## src/rtl/pair_stim_driver_if.sv

```systemverilog
// Command port of pair_stim_driver: one (a, b, hold) entry per valid/ready transfer.
interface pair_stim_driver_if #(
  parameter int HOLD_W = 8
);
  logic              cmd_valid;
  logic              cmd_ready;
  logic              cmd_a;
  logic              cmd_b;
  logic [HOLD_W-1:0] cmd_hold;

  modport master (output cmd_valid, cmd_a, cmd_b, cmd_hold, input cmd_ready);
  modport slave  (input cmd_valid, cmd_a, cmd_b, cmd_hold, output cmd_ready);
endinterface

```

## src/rtl/pair_stim_driver.sv

```systemverilog
// Buffered a/b pair driver: plays queued (a, b, hold) entries back-to-back on registered a/b.
// Optional build macro PAIR_DRV_TRACE_EN adds simulation trace of a/b changes and stalled commands.
module pair_stim_driver #(
  parameter int DEPTH  = 4,
  parameter int HOLD_W = 8,
  parameter int CNT_W  = 16
) (
  input  logic              clk,
  input  logic              rst,
  pair_stim_driver_if.slave cmd,
  output logic              a,
  output logic              b,
  output logic              busy,
  output logic              done,
  output logic [CNT_W-1:0]  issued
);
  localparam int AW = $clog2(DEPTH);

  typedef enum logic {IDLE, DRIVE} state_t;

  typedef struct packed {
    logic              a;
    logic              b;
    logic [HOLD_W-1:0] hold;
  } entry_t;

  entry_t            mem [DEPTH];
  entry_t            head;
  logic [AW-1:0]     wr_ptr;
  logic [AW-1:0]     rd_ptr;
  logic [AW:0]       count;
  logic [HOLD_W-1:0] rem;
  logic [HOLD_W-1:0] head_hold;
  logic              full;
  logic              empty;
  logic              push;
  logic              pop;
  logic              finish;
  logic              last_cycle;
  state_t            state;
  state_t            state_nxt;

  // Readiness depends on full only, so a pop in the same cycle never frees a slot early.
  assign full          = (count == (AW+1)'(DEPTH));
  assign empty         = (count == '0);
  assign cmd.cmd_ready = !full && !rst;
  assign push          = cmd.cmd_valid && cmd.cmd_ready;
  assign head          = mem[rd_ptr];
  assign head_hold     = (head.hold == '0) ? HOLD_W'(1) : head.hold;
  assign last_cycle    = (rem <= HOLD_W'(1));

  // NOTE: sequential state uses non-blocking assignments so every register samples pre-edge values.
  always_ff @(posedge clk) begin
    if (rst) state <= IDLE;
    else     state <= state_nxt;
  end

  // NOTE: every combinational output gets a default first, so no path leaves it unassigned (no latch).
  always_comb begin
    state_nxt = state;
    case (state)
      IDLE:    if (!empty) state_nxt = DRIVE;
      DRIVE:   if (last_cycle && empty) state_nxt = IDLE;
      default: state_nxt = IDLE;
    endcase
  end

  // Decisions use the FIFO contents before the edge; a same-edge push is seen next cycle.
  always_comb begin
    pop    = 1'b0;
    finish = 1'b0;
    busy   = (state == DRIVE);
    case (state)
      IDLE:  pop = !empty;
      DRIVE: begin
        if (last_cycle) begin
          pop    = !empty;
          finish = empty;
        end
      end
      default: ;
    endcase
  end

  // NOTE: the entry storage has no reset; the pointers and count alone define which slots are valid.
  always_ff @(posedge clk) begin
    if (push) mem[wr_ptr] <= '{a: cmd.cmd_a, b: cmd.cmd_b, hold: cmd.cmd_hold};
  end

  always_ff @(posedge clk) begin
    if (rst) begin
      wr_ptr <= '0;
      rd_ptr <= '0;
      count  <= '0;
      rem    <= '0;
      a      <= 1'b0;
      b      <= 1'b0;
      done   <= 1'b0;
      issued <= '0;
    end else begin
      done <= finish;
      if (push) wr_ptr <= wr_ptr + AW'(1);
      if (pop) begin
        rd_ptr <= rd_ptr + AW'(1);
        a      <= head.a;
        b      <= head.b;
        rem    <= head_hold;
        issued <= issued + CNT_W'(1);
      end else if (state == DRIVE && !last_cycle) begin
        rem <= rem - HOLD_W'(1);
      end
      case ({push, pop})
        2'b10:   count <= count + (AW+1)'(1);
        2'b01:   count <= count - (AW+1)'(1);
        default: ;
      endcase
    end
  end

`ifdef PAIR_DRV_TRACE_EN
  logic a_nxt;
  logic b_nxt;

  always_comb begin
    a_nxt = a;
    b_nxt = b;
    if (rst) begin
      a_nxt = 1'b0;
      b_nxt = 1'b0;
    end else if (pop) begin
      a_nxt = head.a;
      b_nxt = head.b;
    end
  end

  always @(posedge clk) begin
    if (a_nxt != a || b_nxt != b)
      $display("%t a=%b b=%b", $time, a_nxt, b_nxt);
    if (cmd.cmd_valid && !cmd.cmd_ready)
      $display("%t pair_stim_driver warning: cmd_valid high while cmd_ready low", $time);
  end
`endif

endmodule

```

## src/flat_wrapper.sv

```systemverilog
// flat-port wrapper written by rule: the top's interface ports become plain ports
module pair_stim_driver_flat 
#(
  parameter int DEPTH  = 4,
  parameter int HOLD_W = 8,
  parameter int CNT_W  = 16
)
  (clk, rst, a, b, busy, done, issued, cmd_cmd_valid, cmd_cmd_a, cmd_cmd_b, cmd_cmd_hold, cmd_cmd_ready);
  pair_stim_driver_if #(.HOLD_W(HOLD_W)) cmd_i ();
  input  logic clk;
  input  logic rst;
  output logic a;
  output logic b;
  output logic busy;
  output logic done;
  output logic [CNT_W-1:0] issued;
  input wire logic [$bits(cmd_i.cmd_valid)-1:0] cmd_cmd_valid;
  input wire logic [$bits(cmd_i.cmd_a)-1:0] cmd_cmd_a;
  input wire logic [$bits(cmd_i.cmd_b)-1:0] cmd_cmd_b;
  input wire logic [$bits(cmd_i.cmd_hold)-1:0] cmd_cmd_hold;
  output wire logic [$bits(cmd_i.cmd_ready)-1:0] cmd_cmd_ready;
  assign cmd_i.cmd_valid = cmd_cmd_valid;
  assign cmd_i.cmd_a = cmd_cmd_a;
  assign cmd_i.cmd_b = cmd_cmd_b;
  assign cmd_i.cmd_hold = cmd_cmd_hold;
  assign cmd_cmd_ready = cmd_i.cmd_ready;
  pair_stim_driver #(.DEPTH(DEPTH), .HOLD_W(HOLD_W), .CNT_W(CNT_W)) u_core (.clk(clk), .rst(rst), .cmd(cmd_i), .a(a), .b(b), .busy(busy), .done(done), .issued(issued));
endmodule
```

## config.mk

```make
export PLATFORM = sky130hd
export DESIGN_NAME = pair_stim_driver_flat
export DESIGN_NICKNAME = d
export VERILOG_FILES = /design/src/rtl/pair_stim_driver_if.sv /design/src/rtl/pair_stim_driver.sv /design/src/flat_wrapper.sv
export SDC_FILE = /design/constraint.sdc
export NUM_CORES = 1
export LEC_CHECK = 0
export BUFFER_PORTS_ARGS = -buffer_cell sky130_fd_sc_hd__buf_2
export CORE_AREA = 5 5 120 134
export CTS_CLUSTER_DIAMETER = 120
export DETAILED_ROUTE_END_ITERATION = 10
export DIE_AREA = 0 0 125 139
export PLACE_DENSITY = 0.51
export RECOVER_POWER = 25
export SETUP_SLACK_MARGIN = 0.2
export SLEW_MARGIN = 10
export SYNTH_ARGS = -nofsm -noshare
export SYNTH_HDL_FRONTEND = slang
export SYNTH_SLANG_ARGS = --single-unit
```

## constraint.sdc

```tcl
create_clock -name clk -period 6.85 [get_ports clk]
set_clock_uncertainty 0.2 [all_clocks]
set_input_delay 0.3425 -clock clk [delete_from_list [all_inputs] [get_ports clk]]
set_output_delay 0.3425 -clock clk [all_outputs]
set_load 0.01 [all_outputs]
```

==> impl_metrics.ini <==
[outcome]
status = complete, no violations

[yosys]
synth_area_leader_cell = edfxtp_1
synth_cells = 276
ys_seq_area_share_pct = 56.9
synth-async-reset-ratio_pct = 0
synth_flop_cell = edfxtp_1
yosysMostFrequentCell = edfxtp_1
synth_common_cells = 40 x edfxtp_1, 37 x dfxtp_1, 22 x a21oi_1, 15 x nand3_1, 14 x inv_1
synth.distinct_cells = 49
syn_nets = 298
synth_seq_cells = 77
avgSynthCellArea_um2 = 12.4
synth-edff-count = 40
synth_top_area_share_pct = 35.2
syn-cell-area_mm2 = 0.00341
yosysWarnings = 0
synth_area_leaders = edfxtp_1 35%, dfxtp_1 22%, mux4_1 5.4%

[critical_path]
cp.arrival_ns = 2.75
r2r-end = u_core.count[2]$_SDFFE_PP0P_
rr_startpoint = u_core.rem[0]$_SDFFE_PP0P_
crit_fanout = 6
startpoint_type = flop
rrSetupSlack_ns = 4.16
ff2ff_path_depth = 11
path_class = flop to flop
required_ns = 6.91
end_kind = flop

[pwr]
p_per_area_mw_per_mm2 = 383
ir_drop_mv = 0.139
p_total_w = 0.00154
leakagePower_nw = 1.34

[sta]
min_period_ns = 2.69
setup_tns_ns = 0
fin_hold_ws_ns = 0.0681
hold_viol_final = 0
fmax_mhz = 372
slew_headroom_pct = 45.9
fin_crit_sh_pct = 39.3
finalMaxSlewViolations = 0
rsz0062_at_grt = no
max_slew.worst_pin.slew_ns = 0.807
finalSetupViolCount = 0

[drt]
wl_met3_um = 287
drt-pass1-iter-count = 4
met2_length_mm = 3.26
antenna_left = 0
drtIter0Drc = 125
dr.max_layer_used = met4
wl_mm = 7.09
num_vias = 2276
wl_per_cell_um = 14.1
met1_length_mm = 3.49
routed_via_density = 4.52
drc = 0

[placed_design]
dp_hpwl_mm = 4.79
place.gp.congestion = 0.715
port_buffers = 33

[cells_and_area]
area_growth_pct = 17.9
num-fill-cells = 1525
diodes = 0
drive_gt1_share_pct = 17.9
final_nets = 325
seq_area_mm2 = 0.00194
multi_input_area_mm2 = 0.00134

[clocking]
cts_sinks = 77
cts_buffers = 9
insertion_delay_ns = 0.33
cts_hold_buf = 0
clockBufferDepth = 2
cts_tree = built
cts_setup_buffers = 0
cts-root-buf = clkbuf_16
clk_pin_slew_ns = 0.07
htreeDepth = 3
post_cts_resized = 0

[worst_hold_path]
hold_path_end = u_core.mem[1][5]$_DFFE_PP_
holdPathStages = 1
hold_start = cmd_cmd_hold[5]
min_path_type = input port to flop

[grt]
grt_use_total_pct = 8.16
gr-total-overflow = 0
grt_pass1_wl_mm = 11.5
antenna_found_initial = 0
first_global_vias = 2238
grt_max_degree = 44

[die]
dieArea_mm2 = 0.0174
core_mm2 = 0.0146
die_x_um = 125
std_cell_rows = 47
pin_count = 34
die_y_um = 139
start_util_pct = 23.3

[job]
cap_violations = 0
[placed cells by master, fill, tap and decap left out, types with 4 or more instances in the layout]
master	instances
edfxtp_1	40
dfxtp_1	37
buf_2	23
a21oi_1	22
nand3_1	15
inv_1	14
nor2_1	13
o31ai_1	11
or4_1	10
clkbuf_1	10
clkbuf_16	9
ha_1	8
nand2_1	7
o21ai_0	7
mux4_1	7
or3_1	5
and2_1	4
a31oi_1	4
nor3_1	4
inv_6	4
[through the flow]
stage | cell area [um2] | cells | setup slack (ns) | utilization [%]
3_5_place_dp | 3750 | 488 | 3.98 | 25.6
4_1_cts | 4040 | 504 | 4.14 | 27.6
5_1_grt | 4030 | 504 | 3.92 | 27.5
3_3_place_gp | 3750 | 488 | 4.05 | 25.6
6_report | 4030 | 504 | 4.16 | 27.5
2_1_floorplan | 3410 | 276 | 4.09 | -
[sequential cells by signal, indices dropped and copies added (netlist names), 2 cells and up, named ones only]
signal / flops
u_core.count: 3
u_core.issued: 16
u_core.mem: 40
u_core.rd_ptr: 2
u_core.rem: 8
u_core.wr_ptr: 2
[critical path, stage by stage, from the launching register on]
cell	delay, ns
dfxtp_1	0.40
inv_1	0.06
ha_1	0.23
or2_2	0.35
a31oi_2	0.24
nor2_1	0.12
ha_1	0.26
inv_1	0.07
fa_1	0.18
xor2_1	0.07
or3_1	0.31
a21oi_1	0.13
[how the worst max path moves through the flow]
stage / from / endpoint / cells after the start
6_report: u_core.rem[0]$_SDFFE_PP0P_ / u_core.count[2]$_SDFFE_PP0P_ / 11
5_1_grt: u_core.count[0]$_SDFFE_PP0P_ / u_core.count[2]$_SDFFE_PP0P_ / 9
4_1_cts: u_core.rem[0]$_SDFFE_PP0P_ / u_core.count[2]$_SDFFE_PP0P_ / 11
3_5_place_dp: rst / u_core.count[2]$_SDFFE_PP0P_ / 9
3_3_place_gp: rst / u_core.count[2]$_SDFFE_PP0P_ / 9
2_1_floorplan: u_core.rem[0]$_SDFFE_PP0P_ / u_core.count[2]$_SDFFE_PP0P_ / 12
[power by group]
group	leakage, nW	internal [W]	switching (W)
Combinational	0.533	0.000186	0.000273
Sequential	0.665	0.000547	0.0000762
Clock	0.139	0.000254	0.000204
[area by class of cell]
class / instances / area share (%)
clock buffers: 9 / 5.59
inverters: 14 / 1.31
multi-input cells: 167 / 33.3
repair buffers: 34 / 3.98
flip-flops and latches: 77 / 48.2
well taps: 196 / 6.09
clock inverters: 7 / 1.55
[metal layers]
layer / track usage [%] / vias to the layer above
met5: 0 / -
met4: 2.74 / 0
met3: 2.54 / 4
met2: 12.8 / 50
met1: 10.7 / 1097
li1: - / 1125
[cells by family after synthesis]
family,after synthesis,synth area share [%]
mux,13,8.32
flops,77,56.9
buf+inv,32,3.92
compound gates,62,12.1
fa+ha+maj,9,3.52
xor+xnor,4,1.03
simple gates,79,14.3
Note: power is estimated with default switching activity, not from simulation.
